<file path="config.mk">
export PLATFORM = sky130hd
export DESIGN_NAME = result_uart_tx_flat
export DESIGN_NICKNAME = d
export VERILOG_FILES = /design/src/rtl/result_uart_tx_if.sv /design/src/rtl/result_uart_tx.sv /design/src/flat_wrapper.sv
export SDC_FILE = /design/constraint.sdc
export NUM_CORES = 1
export LEC_CHECK = 0
export CAP_MARGIN = 20
export CELL_PAD_IN_SITES_DETAIL_PLACEMENT = 1
export CELL_PAD_IN_SITES_GLOBAL_PLACEMENT = 2
export CORE_ASPECT_RATIO = 0.9
export CORE_MARGIN = 4
export CORE_UTILIZATION = 37
export CTS_CLUSTER_DIAMETER = 30
export DETAILED_ROUTE_END_ITERATION = 8
export PLACE_DENSITY = 0.79
export SLEW_MARGIN = 20
export SYNTH_ARGS = -nofsm -noshare
export SYNTH_HDL_FRONTEND = slang
export SYNTH_SLANG_ARGS = --single-unit
</file>
<file path="constraint.sdc">
create_clock -name clock -period 2.2 [get_ports clock]
set_input_delay 0.33 -clock clock [delete_from_list [all_inputs] [get_ports clock]]
set_output_delay 0.33 -clock clock [all_outputs]
set_load 0.05 [all_outputs]
</file>
<file path="src/rtl/result_uart_tx_if.sv">
// result_uart_tx_if: request/result and UART line signals of the result transmitter
//   start      request to send, sampled only while idle
//   data       result word, latched on an accepted start
//   msb_first  0: byte 0 sent first, 1: top byte sent first
//   tx         UART line, idle high
//   busy       frame in progress
//   done       one-cycle pulse after the last stop bit
//   byte_idx   transmission-order index of the byte on the line
interface result_uart_tx_if #(
  parameter int NUM_BYTES = 2
) ();
  logic                       start;
  logic [8*NUM_BYTES-1:0]     data;
  logic                       msb_first;
  logic                       tx;
  logic                       busy;
  logic                       done;
  logic [$clog2(NUM_BYTES):0] byte_idx;
  modport master (output start, data, msb_first, input tx, busy, done, byte_idx);
  modport slave  (input start, data, msb_first, output tx, busy, done, byte_idx);
endinterface

</file>
<file path="src/rtl/result_uart_tx.sv">
// result_uart_tx: 8N1 UART serialiser for a NUM_BYTES result word
//   clock    system clock, all logic on posedge
//   n_reset  asynchronous active-low reset
//   bus      slave side of result_uart_tx_if (start/data/msb_first in; tx/busy/done/byte_idx out)
module result_uart_tx #(
  parameter int CLKS_PER_BIT = 3958,
  parameter int NUM_BYTES    = 2
) (
  input  logic            clock,
  input  logic            n_reset,
  result_uart_tx_if.slave bus
);
  localparam int DW = 8 * NUM_BYTES;
  localparam int CW = $clog2(CLKS_PER_BIT);
  localparam int BW = $clog2(NUM_BYTES) + 1;
  typedef enum logic [2:0] {IDLE, START, DATA, STOP, DONE} state_t;
  state_t          state;
  logic [CW-1:0]   baud;
  logic [2:0]      bit_cnt;
  logic [BW-1:0]   byte_cnt;
  logic [DW-1:0]   shadow;
  logic            msb;
  logic [7:0]      sr;
  logic            tx_q;
  logic            busy_q;
  logic            done_q;
  logic            bit_end;
  logic [BW-1:0]   sel;
  logic [7:0]      cur;
  assign bit_end = baud == CW'(CLKS_PER_BIT - 1);
  // byte position inside the shadow word for the byte about to be sent
  assign sel = msb ? BW'(NUM_BYTES - 1) - byte_cnt : byte_cnt;
  assign cur = 8'(shadow >> {sel, 3'b000});
  always_ff @(posedge clock or negedge n_reset) begin
    if (!n_reset) begin
      state    <= IDLE;
      baud     <= '0;
      bit_cnt  <= '0;
      byte_cnt <= '0;
      shadow   <= '0;
      msb      <= 1'b0;
      sr       <= '0;
      tx_q     <= 1'b1;
      busy_q   <= 1'b0;
      done_q   <= 1'b0;
    end else begin
      baud <= (state == IDLE || state == DONE || bit_end) ? '0 : baud + 1'b1;
      case (state)
        IDLE: if (bus.start) begin
          shadow <= bus.data;
          msb    <= bus.msb_first;
          tx_q   <= 1'b0;
          busy_q <= 1'b1;
          state  <= START;
        end
        START: if (bit_end) begin
          tx_q  <= cur[0];
          sr    <= {1'b0, cur[7:1]};
          state <= DATA;
        end
        DATA: if (bit_end) begin
          if (bit_cnt == 3'd7) begin
            bit_cnt <= '0;
            tx_q    <= 1'b1;
            state   <= STOP;
          end else begin
            bit_cnt <= bit_cnt + 1'b1;
            tx_q    <= sr[0];
            sr      <= sr >> 1;
          end
        end
        STOP: if (bit_end) begin
          if (byte_cnt == BW'(NUM_BYTES - 1)) begin
            byte_cnt <= '0;
            busy_q   <= 1'b0;
            done_q   <= 1'b1;
            state    <= DONE;
          end else begin
            byte_cnt <= byte_cnt + 1'b1;
            tx_q     <= 1'b0;
            state    <= START;
          end
        end
        DONE: begin
          done_q <= 1'b0;
          state  <= IDLE;
        end
        default: state <= IDLE;
      endcase
    end
  end
  assign bus.tx       = tx_q;
  assign bus.busy     = busy_q;
  assign bus.done     = done_q;
  assign bus.byte_idx = byte_cnt;
endmodule
</file>
<file path="src/flat_wrapper.sv">
// flat-port wrapper written by rule: the top's interface ports become plain ports
module result_uart_tx_flat 
#(
  parameter int CLKS_PER_BIT = 3958,
  parameter int NUM_BYTES    = 2
)
  (clock, n_reset, bus_start, bus_data, bus_msb_first, bus_tx, bus_busy, bus_done, bus_byte_idx);
  result_uart_tx_if #(.NUM_BYTES(NUM_BYTES)) bus_i ();
  input  logic clock;
  input  logic n_reset;
  input wire logic [$bits(bus_i.start)-1:0] bus_start;
  input wire logic [$bits(bus_i.data)-1:0] bus_data;
  input wire logic [$bits(bus_i.msb_first)-1:0] bus_msb_first;
  output wire logic [$bits(bus_i.tx)-1:0] bus_tx;
  output wire logic [$bits(bus_i.busy)-1:0] bus_busy;
  output wire logic [$bits(bus_i.done)-1:0] bus_done;
  output wire logic [$bits(bus_i.byte_idx)-1:0] bus_byte_idx;
  assign bus_i.start = bus_start;
  assign bus_i.data = bus_data;
  assign bus_i.msb_first = bus_msb_first;
  assign bus_tx = bus_i.tx;
  assign bus_busy = bus_i.busy;
  assign bus_done = bus_i.done;
  assign bus_byte_idx = bus_i.byte_idx;
  result_uart_tx #(.CLKS_PER_BIT(CLKS_PER_BIT), .NUM_BYTES(NUM_BYTES)) u_core (.clock(clock), .n_reset(n_reset), .bus(bus_i));
endmodule
</file>
### Yosys cells after proc, flatten, opt, wreduce, memory -nomap -nowiden

Cells that the tools add are included.

| cells by class | value |
|---|---|
| muxes and demuxes | 29 |
| shift operators | 1 |
| equal/unequal tests | 15 |
| reduce and logical (&&, ||, !) cells | 15 |
| add/sub/neg operators | 4 |

Operators with widths:

| operator | count |
|---|---|
| 2-to-1 mux 8 bit | 3 |
| 2-to-1 mux 3 bit | 7 |
| one-hot mux 8 bit (2 select lines) | 1 |
| right shift 16 x 5 -> 8 bit | 1 |
| adder 12 x 1 -> 12 bit (second input constant) | 1 |
| equality test 12 bit (second input constant) | 1 |
| 2-to-1 mux 12 bit | 1 |
| one-hot mux 3 bit (4 select lines) | 1 |
| 2-to-1 mux 1 bit | 11 |
| inequality test 2 x 1 -> 1 bit (second input constant) | 5 |
| AND reduction 4 bit | 2 |
| equality test 3 x 2 -> 1 bit (second input constant) | 2 |
| equality test 3 bit (second input constant) | 2 |
| inequality test 2 bit (second input constant) | 3 |
| AND reduction 2 bit | 3 |
| AND reduction 6 bit | 1 |
| nonzero test 2 bit | 3 |
| AND reduction 5 bit | 1 |
| 2-to-1 mux 2 bit | 2 |
| one-hot mux 1 bit (2 select lines) | 2 |
| one-hot mux 1 bit (4 select lines) | 1 |
| nonzero test 4 bit | 1 |
| adder 3 x 1 -> 3 bit (second input constant) | 1 |
| equality test 3 x 1 -> 1 bit (second input constant) | 1 |
| other kinds (6) | 7 |

| storage, ports and cells | value |
|---|---|
| register bits after elaboration | 48 |
| logic and storage cells | 74 |

### Longest topological paths before layout

Gate-level depths: netlist (run 1).

| depth | value |
|---|---|
| word-level depth | 5 |
| mapped depth | 8 |

### Least setup slack after synthesis (run 1)

OpenSTA, ideal clock, no wires.

| path | value |
|---|---|
| path kind | register -> register |
| from | register u_core.byte_cnt[0] (netlist: u_core.bus.byte_idx[0]) |
| to | register u_core.sr[3] |
| clock period less this slack | 1.762 ns |
| required time | 2.077 ns |
| data arrival time | 1.638 ns |
| cell stages (with the launch flop) | 5 |
| setup slack | 0.438 ns |
| path buffers | 0 |
| path through | dfrtp_1 xnor2_2 mux2_2 a22oi_1 o21ai_1 |

| between the ends | value |
|---|---|
| word-level cells in the longest chain between the ends | 5 |

RTL lines:

| element | line | RTL |
|---|---|---|
| start, declared | result_uart_tx.sv:20 | `logic [BW-1:0] byte_cnt;` |
| start signal, assigned | result_uart_tx.sv:79 | `byte_cnt <= byte_cnt + 1'b1;` |
| subtractor 1 x 2 -> 2 bit | result_uart_tx.sv:32 | `assign sel = msb ? BW'(NUM_BYTES - 1) - byte_cnt : byte_cnt;` |
| 2-to-1 mux 2 bit (*) | result_uart_tx.sv:32 |  |
| right shift 16 x 5 -> 8 bit (*) | result_uart_tx.sv:33 | `assign cur = 8'(shadow >> {sel, 3'b000});` |
| 2-to-1 mux 8 bit (*) | result_uart_tx.sv:56 | `START: if (bit_end) begin` |
| one-hot mux 8 bit (2 select lines) (*) | result_uart_tx.sv:48 | `case (state)` |
| end signal, assigned | result_uart_tx.sv:58 | `sr <= {1'b0, cur[7:1]};` |
| end signal, assigned | result_uart_tx.sv:69 | `sr <= sr >> 1;` |
| end, declared | result_uart_tx.sv:23 | `logic [7:0] sr;` |

Mark *: on every way between the ends. The rest lies on a longest branch, timed or not. The select of a mux whose other input is x is not followed.
A chain may end at the register's enable or synchronous reset.

### Worst setup path after layout (run 1)

| path | value |
|---|---|
| from | register u_core.byte_cnt[0] (netlist: u_core.bus.byte_idx[0]) |
| to | output port bus_byte_idx[0] |

RTL lines:

| element | line | RTL |
|---|---|---|
| end, declared | flat_wrapper.sv:17 | `output wire logic [$bits(bus_i.byte_idx)-1:0] bus_byte_idx;` |

No word-level cell between the ends.

==> results of run 1 <==
cell type report:
cell class | instances | area (sq um) | area share
sequential | 47 | 1180 | 0.452
clock inverter | 3 | 15.0 | 0.00576
timing repair buffer | 31 | 288 | 0.110
multi-input combinational | 128 | 951 | 0.365
tap | 70 | 87.6 | 0.0336
inverter | 5 | 18.8 | 0.00720
clock buffer | 5 | 68.8 | 0.0264
registers in the layout, indices dropped and copies added, names as in the netlist:
name	flops
u_core.bus.byte_idx	2
u_core.sr	7
u_core.baud	12
u_core.state	3
u_core.shadow	16
u_core.bit_cnt	3
u_core.msb	1
u_core.bus.busy	1
u_core.bus.done	1
u_core.bus.tx	1
cell usage after synthesis, drive strengths merged, types with 2 or more instances:
cell | n | area [sq um]
o41ai | 2 | 25.0
xor2 | 7 | 61.3
nand3 | 9 | 55.1
a31oi | 2 | 12.5
dfrtp | 46 | 1150
o21ai | 11 | 55.1
nor2b | 2 | 12.5
mux2i | 3 | 30.0
ha | 4 | 50.1
nand2 | 13 | 48.8
buf | 6 | 30.0
nor3 | 2 | 10.0
inv | 5 | 18.8
mux2 | 25 | 282
xnor2 | 6 | 60.1
a22oi | 6 | 45.0
nand2b | 5 | 31.3
nor2 | 20 | 75.1
metrics by stage:
stage	instances	util	worst slack, ps	instance area [sq um]	power (mW)
after global routing	289	0.458	136	2610	1.49
after floorplan	186	-	438	2180	0.881
after global placement	281	0.443	384	2520	0.931
after detailed placement	281	0.443	281	2520	0.933
after CTS	289	0.458	212	2610	1.45
final	289	0.458	214	2610	1.43
cell families after synthesis:
kind of cell,count (synthesis),share of synthesized area
simple gates,57,0.136
mux,28,0.143
xor+xnor,13,0.0557
compound gates,26,0.0787
fa+ha+maj,4,0.0230
buf+inv,11,0.0224
flops,47,0.541
layer usage:
| layer | up-vias | global-route usage | wire length [microns] |
|---|---|---|---|
| li1 | 704 | - | - |
| met2 | 27 | 0.234 | 2210 |
| met3 | 2 | 0.0274 | 160 |
| met4 | 0 | 0.0363 | 27 |
| met5 | - | 0 | 0 |
| met1 | 741 | 0.185 | 2130 |
final timing paths:
check / cells past startpoint / startpoint / slack (ps) / endpoint
worst max-delay path: 1 / u_core.bus.byte_idx[0] / 210 / bus_byte_idx[0]
worst min-delay path: 2 / n_reset / 120 / u_core.bit_cnt[2]
worst max register to register: 6 / u_core.bit_cnt[0] / 310 / u_core.sr[6]
worst min register to register: 1 / u_core.shadow[4] / 490 / u_core.shadow[4]
max in group asynchronous: 2 / n_reset / 1650 / u_core.shadow[3]
min in group clock: 1 / u_core.shadow[4] / 490 / u_core.shadow[4]
power groups by stage:
stage          clock network [mW]  registers, mW  logic (mW)
2_1_floorplan                   0          0.881    0.000275
3_3_place_gp                    0          0.880      0.0503
3_5_place_dp                    0          0.880      0.0528
4_1_cts                     0.534          0.863      0.0529
5_1_grt                     0.569          0.863      0.0563
6_report                    0.519          0.863      0.0510
placed cells by master (no fill, tap or decap), drive strengths merged:
master	netlist	routed
clkinv	0	3
nor3	2	2
ha	4	4
a22oi	6	6
nand2	13	13
mux2i	3	3
o41ai	2	2
mux2	25	25
inv	5	5
nand4b	1	1
buf	6	8
a21boi	1	1
nand3	9	9
clkdlybuf4s50	0	23
nor2	20	20
dfstp	1	1
dfrtp	46	46
nand2b	5	5
nor2b	2	2
a31oi	2	2
nor3b	1	1
o21a	1	1
o21ai	11	11
o22ai	1	1
and4	1	1
and3	1	1
xor2	7	7
a21o	1	1
a21oi	1	1
nor4	1	1
or2	1	1
xnor2	6	6
clkbuf	0	5
==> run_results.csv, run 1 <==
group,metric,value,unit
power_and_ir_drop,p_clk_frac,0.362,
clock_tree,cts_tree,"done",
clock_tree,h-tree-depth,2,
clock_tree,path_clk_slew,100,ps
worst_setup_path,critPathArrivalTime,1660,ps
synth,yosys_warnings,0,
timing,finalCriticalPeriod,1990,ps
worst_setup_path,cp_cell_sequence,"clkdlybuf4s50_1",
timing,finalSetupTns,0,ps
power_and_ir_drop,p_int,1.11,mW
global_route,grtUsageTotal,0.139,
power_and_ir_drop,switching_share,0.225,
synth,syn_area,2180,sq um
clock_tree,cts_sinks,47,
die,dieArea,7180,sq um
power_and_ir_drop,combPwrFrac,0.036,
routing,drtIter0Drc,57,
worst_setup_path,crit_slowest_cell,"clkdlybuf4s50_1",
timing,setup_viol,0,
global_route,grt_start_max_net_pins,48,
placement,gp_congestion,0.816,
timing,timing.fmax,503,MHz
die,die_height,80.8,microns
power_and_ir_drop,peakVddDrop,0.293,mV
worst_hold_path,hp-class,"in2async",
global_route,antenna_found_initial,0,
worst_setup_path,path_buf_inv,1,
worst_setup_path,cp-end-kind,"output port",
clock_tree,clockBufferDepth,2,
synth,ys_seq_elements,47,
routing,post_drt_wl_per_cell,15.6,microns
worst_setup_path,critPathLaunchType,"flip-flop",
routing,antenna_left,0,
synth,synth_cells,186,
global_route,first_global_vias,1601,
global_route,overflow,0,
synth,synth_seq_area_share,0.541,
synth,synth_ff_type,"dfrtp_1",
global_route,grt_pass1_wl,7.78,mm
timing,whs,121,ps
routing,dr.pass1.iters,5,
synth,avgSynthCellArea,11.7,sq um
power_and_ir_drop,power.leakage,1.19,nW
timing,slew_headroom,0.586,
cells_and_area,fin_nets,242,
placement,dp_hpwl,3.29,mm
power_and_ir_drop,pwr-share-seq,0.602,
cells_and_area,drive_gt1_frac,0.178,
routing,vias,1474,
clock_tree,post_cts_resized,0,
timing,hold_violations,0,
timing,rsz0062_at_grt,"false",
clock_tree,numCtsBuffers,5,
die,core-area,5690,sq um
power_and_ir_drop,power.switching,322,uW
die,die_width,88.9,microns
cells_and_area,syn2layout_area_growth,19.7,%
timing,tightest_slew,621,ps
synth,yosys.cell_types.count,35,
die,initial_core_util,0.382,
worst_setup_path,criticalPathCategory,"reg2out",
die,ios,25,
clock_tree,postCtsSetupBuffers,0,
worst_setup_path,critPathMaxStageDelay,860,ps
flow_run,maxCapViolCount,0,
clock_tree,root_buffer,"clkbuf_8",
synth,async_flop_share,1.00,
routing,drt-vias-per-instance,5.10,
timing,clock_skew,14.3,ps
routing,drt_wl_total,4.52,mm
worst_setup_path,cp_top_family,"buffers and inverters",
clock_tree,hold_buffers,0,
cells_and_area,n_antenna_cell,0,
die,row_count,26,
worst_setup_path,critPathRequiredTime,1870,ps
cells_and_area,n_fill_cell,601,
timing,maxSlewViolCount,0,
timing,period_share,0.903,
run_status,outcome,"finished, final reports clean",
power_and_ir_drop,power_density,550,nW/um^2
synth,synth_edf_count,0,
worst_setup_path,cp_max_fo,5,
placement,port_buffers,24,
clock_tree,clock_latency,300,ps
synth,synthesis.nets,210,
routing,drc,0,
No activity file was read; power rests on OpenSTA's default activity.
==> run 2, diff against run 1 <==
--- a/config.mk
+++ b/config.mk
@@ -10,11 +10,10 @@
 export CELL_PAD_IN_SITES_GLOBAL_PLACEMENT = 2
 export CORE_ASPECT_RATIO = 0.9
 export CORE_MARGIN = 4
-export CORE_UTILIZATION = 37
-export CTS_CLUSTER_DIAMETER = 30
+export CORE_UTILIZATION = 40
 export DETAILED_ROUTE_END_ITERATION = 8
-export PLACE_DENSITY = 0.79
-export SLEW_MARGIN = 20
+export PLACE_DENSITY = 0.85
+export SLEW_MARGIN = 30
 export SYNTH_ARGS = -nofsm -noshare
 export SYNTH_HDL_FRONTEND = slang
 export SYNTH_SLANG_ARGS = --single-unit
==> constraint.sdc (replaced) <==
create_clock -name clock -period 2.55 [get_ports clock]
set_input_delay 0.3825 -clock clock [delete_from_list [all_inputs] [get_ports clock]]
set_output_delay 0.3825 -clock clock [all_outputs]
set_load 0.05 [all_outputs]
==> run 2 against run 1 <==
Effect of this change:
- die area decreased by 6.8%
- non-clock buffer count is 4 lower
- core utilization up 3.1 points
- count of clock-buffer cells in the layout increased by 2
- power fell by 15%
- global-route usage grew 0.88 points
- critical endpoint is now bus_byte_idx[1]
- highest routed layer unchanged
==> run_results.csv, run 2 (same netlist as run 1, synthesis figures left out) <==
group,metric,value,unit
run_status,outcome,"finished, final reports clean",
die,die_width,85.8,microns
cells_and_area,finish.utilization,0.489,
timing,hold_violations,0,
cells_and_area,largest_register,"u_core.shadow",
global_route,grtUsageTotal,0.148,
clock_tree,postCtsSetupBuffers,0,
placement,dp_hpwl,3.43,mm
worst_setup_path,critPathMaxStageDelay,860,ps
cells_and_area,n_antenna_cell,0,
power_and_ir_drop,switching_share,0.206,
timing,clock_skew,8.28,ps
cells_and_area,drive_gt1_frac,0.153,
worst_setup_path,ff2ff_setup_slack,660,ps
worst_setup_path,critPathRequiredTime,2170,ps
placement,gp_congestion,0.807,
routing,drt_wl_total,4.52,mm
timing,finalCriticalPeriod,2040,ps
clock_tree,numCtsBuffers,5,
routing,drc,0,
worst_setup_path,cp_top_family,"buffers and inverters",
routing,vias,1479,
global_route,grt_pass1_wl,7.80,mm
clock_tree,post_cts_resized,0,
cells_and_area,largestRegisters,"u_core.shadow (16), u_core.baud (12), u_core.sr (7)",
routing,drtIter0Drc,124,
clock_tree,clock_latency,290,ps
die,ios,25,
global_route,antenna_found_initial,0,
routing,drt-vias-per-instance,5.24,
cells_and_area,largest_reg_flops,16,
cells_and_area,layout_commonest_cell,"dfrtp_1",
flow_run,maxCapViolCount,0,
global_route,first_global_vias,1660,
clock_tree,root_buffer,"clkbuf_8",
power_and_ir_drop,power_density,472,nW/um^2
cells_and_area,fin_nets,238,
worst_setup_path,cp-startpoint,"u_core.bus.byte_idx[1]",
die,core-area,5260,sq um
global_route,grt_start_max_net_pins,48,
power_and_ir_drop,peakVddDrop,0.296,mV
timing,maxSlewViolCount,0,
routing,antenna_left,0,
power_and_ir_drop,p_int,963,uW
worst_setup_path,r2r-start,"u_core.bit_cnt[0]",
timing,rsz0062_at_grt,"false",
die,die_height,78.0,microns
worst_setup_path,cp_cell_sequence,"clkdlybuf4s50_1",
cells_and_area,layout_common_cells,"dfrtp_1, clkdlybuf4s50_1, nor2_1",
worst_setup_path,cp-end-kind,"output port",
timing,period_share,0.801,
worst_setup_path,cp_max_fo,7,
power_and_ir_drop,combPwrFrac,0.036,
clock_tree,h-tree-depth,2,
clock_tree,cts_sinks,47,
timing,tightest_slew,608,ps
worst_setup_path,crit_slowest_cell,"clkdlybuf4s50_1",
timing,setup_viol,0,
die,initial_core_util,0.414,
die,row_count,25,
worst_setup_path,r2r-end,"u_core.sr[6]",
worst_setup_path,criticalPathCategory,"reg2out",
power_and_ir_drop,pwr-share-seq,0.614,
timing,finalSetupTns,0,ps
power_and_ir_drop,power.switching,250,uW
timing,slew_headroom,0.592,
clock_tree,path_clk_slew,80,ps
clock_tree,hold_buffers,0,
routing,dr.pass1.iters,4,
worst_setup_path,rr_worst_depth,6,
timing,timing.fmax,489,MHz
die,dieArea,6690,sq um
placement,port_buffers,24,
worst_setup_path,critPathLaunchType,"flip-flop",
routing,post_drt_wl_per_cell,16.0,microns
power_and_ir_drop,p_clk_frac,0.350,
worst_setup_path,critPathArrivalTime,1660,ps
cells_and_area,syn2layout_area_growth,18.0,%
power_and_ir_drop,power.leakage,1.17,nW
worst_hold_path,hp-class,"in2async",
clock_tree,cts_tree,"done",
worst_setup_path,path_buf_inv,1,
global_route,overflow,0,
clock_tree,clockBufferDepth,2,
-- run 2: stage by stage --
step | hold slack [ps] | area [sq um] | power [mW] | setup slack [ps] | instances
final | 174 | 2570 | 1.21 | 506 | 282
after global routing | 229 | 2570 | 1.27 | 427 | 282
after CTS | 192 | 2570 | 1.24 | 487 | 282
after detailed placement | 474 | 2490 | 0.804 | 650 | 274
after global placement | 462 | 2490 | 0.803 | 710 | 274
after floorplan | 86.9 | 2180 | 0.760 | 788 | 186
-- run 2: cell type report --
type,instances,area [sq um]
Clock buffer,7,76.3
Clock inverter,1,5.00
Fill cell,563,2690
Inverter,5,18.8
Multi-Input combinational cell,128,951
Sequential cell,47,1180
Tap cell,67,83.8
Timing Repair Buffer,27,258
-- run 2: metal layers --
layer  vias up  routed length (microns)  track usage
met4         0                       65       0.0522
met2        25                     2150        0.230
met3         6                      140       0.0308
li1        696                        -            -
met1       752                     2160        0.205
met5         -                        0            0
-- run 2: worst max path at each step --
stage | depth (start not counted) | slack, ps | end
2_1_floorplan | 4 | 790 | u_core.sr[3]
3_3_place_gp | 6 | 710 | u_core.sr[6]
3_5_place_dp | 6 | 650 | u_core.sr[6]
4_1_cts | 1 | 490 | bus_byte_idx[1]
5_1_grt | 6 | 430 | u_core.sr[6]
6_report | 1 | 510 | bus_byte_idx[1]
-- run 2: power by group through the flow --
stage | clock, mW | combinational (mW) | sequential [mW]
after floorplan | 0 | 0.000237 | 0.760
after global placement | 0 | 0.0434 | 0.759
after detailed placement | 0 | 0.0449 | 0.759
after CTS | 0.446 | 0.0453 | 0.745
after global routing | 0.475 | 0.0488 | 0.745
final | 0.425 | 0.0436 | 0.745
